## src/rtl/stack.sv

```systemverilog
// Synchronous LIFO stack with Full/Empty flags and a registered pop-result port.
// Optional STACK_PEEK_EN: Data_Out becomes a combinational top-of-stack view.
module stack #(
  parameter int unsigned WIDTH = 4,
  parameter int unsigned DEPTH = 8,
  parameter int unsigned PTR_W = $clog2(DEPTH)
) (
  input  logic             Clk,
  input  logic             RstN,
  input  logic [WIDTH-1:0] Data_In,
  input  logic             Push,
  input  logic             Pop,
  output logic [WIDTH-1:0] Data_Out,
  output logic             Full,
  output logic             Empty
);

  localparam logic [PTR_W:0]   CntFull = (PTR_W + 1)'(DEPTH);
  localparam logic [PTR_W:0]   CntOne  = (PTR_W + 1)'(1);
  localparam logic [PTR_W-1:0] PtrOne  = PTR_W'(1);

  logic [WIDTH-1:0] mem_q [DEPTH];
  logic [PTR_W:0]   cnt_q, cnt_d;
  logic [PTR_W-1:0] wr_idx, top_idx;
  logic             push_ok, pop_ok;

  assign Full  = (cnt_q == CntFull);
  assign Empty = (cnt_q == '0);

  // Simultaneous push and pop is defined as a no-op, not a replace.
  assign push_ok = Push & ~Pop & ~Full;
  assign pop_ok  = Pop & ~Push & ~Empty;

  // When full the low pointer bits wrap to 0, so top_idx still lands on DEPTH-1.
  assign wr_idx  = cnt_q[PTR_W-1:0];
  assign top_idx = cnt_q[PTR_W-1:0] - PtrOne;

  always_comb begin
    cnt_d = cnt_q;
    if (push_ok) begin
      cnt_d = cnt_q + CntOne;
    end else if (pop_ok) begin
      cnt_d = cnt_q - CntOne;
    end
  end

  always_ff @(posedge Clk or negedge RstN) begin
    if (!RstN) begin
      cnt_q <= '0;
    end else begin
      cnt_q <= cnt_d;
    end
  end

  always_ff @(posedge Clk) begin
    if (push_ok) begin
      mem_q[wr_idx] <= Data_In;
    end
  end

`ifdef STACK_PEEK_EN
  assign Data_Out = Empty ? '0 : mem_q[top_idx];
`else
  logic [WIDTH-1:0] dout_q;

  always_ff @(posedge Clk or negedge RstN) begin
    if (!RstN) begin
      dout_q <= '0;
    end else if (pop_ok) begin
      dout_q <= mem_q[top_idx];
    end
  end

  assign Data_Out = dout_q;
`endif

endmodule

```

## config.mk

```make
export PLATFORM = sky130hd
export DESIGN_NAME = stack
export DESIGN_NICKNAME = d
export VERILOG_FILES = /design/src/rtl/stack.sv
export SDC_FILE = /design/constraint.sdc
export NUM_CORES = 1
export LEC_CHECK = 0
export ABC_AREA = 0
export BUFFER_PORTS_ARGS = -buffer_cell sky130_fd_sc_hd__clkbuf_2
export CORE_MARGIN = 10
export CORE_UTILIZATION = 58
export DETAILED_ROUTE_END_ITERATION = 6
export PLACE_DENSITY = 0.79
export SETUP_SLACK_MARGIN = 0.2
export SLEW_MARGIN = 20
export SYNTH_ARGS = -nofsm -noshare
export SYNTH_HDL_FRONTEND = slang
export SYNTH_SLANG_ARGS = --single-unit
```

## constraint.sdc

```tcl
create_clock -name Clk -period 3.35 [get_ports Clk]
set_input_delay 0.1675 -clock Clk [delete_from_list [all_inputs] [get_ports Clk]]
set_output_delay 0.1675 -clock Clk [all_outputs]
set_load 0.01 [all_outputs]
```

==> flow_metrics.env <==
export IMPL_start_util_pct=59.54
export IMPL_worst_setup_hold_path_clk_slew_ps=110
export IMPL_vias_per_cell=5.942
export IMPL_reg2reg_from="cnt_q[1]"
export IMPL_synth_commonest_cells="sky130_fd_sc_hd__edfxtp_1 (32), sky130_fd_sc_hd__mux2_1 (9), sky130_fd_sc_hd__nand2_1 (9)"
export IMPL_gp_congestion=0.7736
export IMPL_min_path_type="in2reg"
export IMPL_critical_path_startpoint="cnt_q[1]"
export IMPL_critPathCaptureType="flip-flop"
export IMPL_synth_enable_flop_cells=32
export IMPL_vias_in_the_first_global_route=1055
export IMPL_syn_nets=133
export IMPL_netlist_top_cell_by_area="sky130_fd_sc_hd__edfxtp_1"
export IMPL_final_antenna_net_count=0
export IMPL_gr_usage_met1_pct=14.86
export IMPL_die_height_um=75.52
export IMPL_timing_max_transition_violations_final=0
export IMPL_hold_start="Data_In[2]"
export IMPL_h_tree_depth=2
export IMPL_clk_insertion_delay_late_ps=350
export IMPL_drt_pass1_iterations=4
export IMPL_layout_setup_ws_ps=700.4
export IMPL_sequential_cell_area_um2=1161
export IMPL_cts_sinks=40
export IMPL_cts_tree="done"
export IMPL_slew_headroom_pct=62.89
export IMPL_multi_input_comb_area_um2=584.3
export IMPL_final_nets=151
export IMPL_fp_dieArea_um2=5703
export IMPL_critPathLaunchType="flip-flop"
export IMPL_fin_tns_setup_ps=0
export IMPL_outcome="completed"
export IMPL_worstPathArrival_ps=2910
export IMPL_routedWlPerCell_um=18.62
export IMPL_yosysWarnings=0
export IMPL_floorplan_rows=20
export IMPL_met2_usage_pct=20.30
export IMPL_yosysSeqAreaShare_pct=64.94
export IMPL_grt_start_max_net_pins=19
export IMPL_synth_async_reset_ratio_pct=20.00
export IMPL_cts_inserted_buffers=5
export IMPL_grt_busiest_layer="met2"
export IMPL_ys_top_cells_by_area="sky130_fd_sc_hd__edfxtp_1 (54%), sky130_fd_sc_hd__dfrtp_1 (11%), sky130_fd_sc_hd__mux2_1 (5.7%)"
export IMPL_ctsRootBufferMaster="sky130_fd_sc_hd__clkbuf_4"
export IMPL_synthToLayoutAreaGrowth_pct=9.657
export IMPL_clock_skew_final_ps=8.924
export IMPL_routed_wl_mm=3.221
export IMPL_syn_mean_instance_area_um2=14.78
export IMPL_fraction_of_final_layout_cells_sized_beyond_drive_strength_1_pct=24.29
export IMPL_reg2reg_depth=9
export IMPL_setup_repair_after_global_routing_missed_its_margin="false"
export IMPL_io_buffer_count=13
export IMPL_hpwlAfterDp_mm=2.384
export IMPL_worst_tran_pin_value_ps=552.4
export IMPL_hold_path_cell_count=1
export IMPL_yosys_area_top_type_share_pct=53.74
export IMPL_overflow=0
export IMPL_max_cap_viol_count=0
export IMPL_cts_hold_fix_buffers=1
export IMPL_period_share_pct=79.09
export IMPL_power_density_cell_area_nw_per_um2=841.3
export IMPL_met3_usage_pct=5.469
export IMPL_place_inst=164
export IMPL_timing_setup_critical_path_class="reg2reg"
export IMPL_irDropWorstVdd_mv=0.4906
export IMPL_highest_clock_rate_mhz=377.4
export IMPL_leakagePower_uw=0.0007280
export IMPL_post_synth_instance_area_um2=1788
export IMPL_cts_resized_gates=0
export IMPL_finalCriticalPeriod_ps=2650
export IMPL_die_x_um=75.52
export IMPL_pre_cts_slack_ps=757.2
export IMPL_antenna_found_initial=0
export IMPL_setup_viol_count_final=0
export IMPL_postCtsSetupRepairBufs=0
export IMPL_hold_viol_final=0
export IMPL_top_level_ports=14
export IMPL_crit_required_ps=3610
export IMPL_floorplan_core_area_um2=3003
export IMPL_num_antenna_cells=0
export IMPL_num_vias=1028
export IMPL_synth_cells=121
export IMPL_path_max_fanout=7
export IMPL_dr_first_iter_drc_count=73
export IMPL_final_util_pct=65.29
export IMPL_groute_usage_overall_pct=12.69
export IMPL_global_route_wire_length_before_repair_mm=5.119
export IMPL_ff2ff_setup_slack_ps=700
export IMPL_drt_drc_violations_left=0
export IMPL_filler_cell_count=225
export IMPL_cts_root_to_sink_buffers=2
export IMPL_synth_cell_types=30
export IMPL_dominantRegCellSynth="sky130_fd_sc_hd__edfxtp_1"
export IMPL_yosysMostFrequentCell="sky130_fd_sc_hd__edfxtp_1"
export IMPL_instances_no_fill=173
export IMPL_ys_ff_latch=40
cell usage in the layout, fill, tap and decap left out:
| master | netlist | layout |
|---|---|---|
| sky130_fd_sc_hd__clkinv_1 | 0 | 1 |
| sky130_fd_sc_hd__a21o_1 | 1 | 1 |
| sky130_fd_sc_hd__clkbuf_2 | 0 | 13 |
| sky130_fd_sc_hd__dlygate4sd3_1 | 0 | 1 |
| sky130_fd_sc_hd__nor2_1 | 8 | 8 |
| sky130_fd_sc_hd__mux2_2 | 7 | 7 |
| sky130_fd_sc_hd__clkinv_4 | 0 | 1 |
| sky130_fd_sc_hd__nand2_1 | 9 | 9 |
| sky130_fd_sc_hd__xor2_1 | 2 | 2 |
| sky130_fd_sc_hd__bufinv_16 | 0 | 1 |
| sky130_fd_sc_hd__o21ai_1 | 1 | 1 |
| sky130_fd_sc_hd__or2_4 | 1 | 1 |
| sky130_fd_sc_hd__o22ai_1 | 8 | 8 |
| sky130_fd_sc_hd__nor2b_4 | 1 | 1 |
| sky130_fd_sc_hd__ha_1 | 3 | 3 |
| sky130_fd_sc_hd__nor3_1 | 1 | 1 |
| sky130_fd_sc_hd__o211ai_2 | 1 | 1 |
| sky130_fd_sc_hd__nor3_2 | 1 | 1 |
| sky130_fd_sc_hd__a211o_1 | 1 | 1 |
| sky130_fd_sc_hd__fa_1 | 1 | 1 |
| sky130_fd_sc_hd__dfrtp_1 | 8 | 8 |
| sky130_fd_sc_hd__and2_1 | 1 | 1 |
| sky130_fd_sc_hd__buf_4 | 2 | 1 |
| sky130_fd_sc_hd__nand2b_4 | 1 | 1 |
| sky130_fd_sc_hd__a21oi_1 | 3 | 3 |
| sky130_fd_sc_hd__mux2i_1 | 1 | 1 |
| sky130_fd_sc_hd__xnor2_1 | 5 | 5 |
| sky130_fd_sc_hd__edfxtp_1 | 32 | 32 |
| sky130_fd_sc_hd__inv_2 | 1 | 1 |
| sky130_fd_sc_hd__inv_1 | 2 | 2 |
| sky130_fd_sc_hd__mux2_1 | 9 | 9 |
| sky130_fd_sc_hd__o31ai_1 | 4 | 4 |
| sky130_fd_sc_hd__nand2b_1 | 4 | 4 |
| sky130_fd_sc_hd__clkbuf_4 | 0 | 5 |
power by group:
part,internal (µW),total [µW],switching (µW)
Clock,156,309,153
Sequential,616,687,70.6
Combinational,285,654,368
Total,1060,1650,592
path summary, 6_finish.rpt:
| kind | end |
|---|---|
| worst max-delay path | cnt_q[3] |
| worst min-delay path | mem_q[2][2] |
| worst max register to register | cnt_q[3] |
| worst min register to register | Data_Out[3] |
| max in group asynchronous | cnt_q[1] |
| min in group asynchronous | Data_Out[0] |
kinds of logic after synthesis:
| group | count (synthesis) | share of synthesized area, % |
|---|---|---|
| xor gates and xnor gates | 7 | 3.429 |
| buffers and inverters | 7 | 2.379 |
| adders and majority gates | 4 | 3.219 |
| muxes | 17 | 10.64 |
| and+or+nand+nor | 27 | 8.187 |
| AOI/OAI and AO/OA | 19 | 7.208 |
| DFF | 40 | 64.94 |
stage by stage:
step / instance area [µm²] / hold slack, ps / power (µW)
finish: 1961 / 121.5 / 1650
global route: 1961 / 112.0 / 1750
CTS: 1961 / 106.9 / 1658
detailed placement: 1871 / 25.37 / 1350
global placement: 1871 / 23.58 / 1314
floorplan: 1788 / -128.1 / 1195
critical path, cell delays in order, from the launching register on:
cell and delay (ps):
sky130_fd_sc_hd__dfrtp_1 500, sky130_fd_sc_hd__inv_1 120, sky130_fd_sc_hd__ha_1 260, sky130_fd_sc_hd__nor2b_4 150
sky130_fd_sc_hd__a211o_1 400, sky130_fd_sc_hd__ha_1 310, sky130_fd_sc_hd__a21o_1 180, sky130_fd_sc_hd__a21oi_1 180
sky130_fd_sc_hd__mux2i_1 260, sky130_fd_sc_hd__xor2_1 190
layer usage:
metal  share of wire [%]  vias up
met1                  40      498
li1                    -      486
met5                   0        -
met3                 7.6        6
met2                  51       38
met4                 1.8        0
state kept, by name (all words and copies together), names as in the netlist:
register / cells
Data_Out: 4
mem_q: 32
cnt_q: 4
area by class of cell:
type / count / share of cell area [%]
clock buffers: 5 / 1.914
clock inverters: 3 / 2.170
inverters: 3 / 0.5743
multi-input cells: 74 / 29.80
flip-flops and latches: 40 / 59.22
well taps: 33 / 2.106
repair buffers: 15 / 4.212
Power figures use the tool's default switching activity.
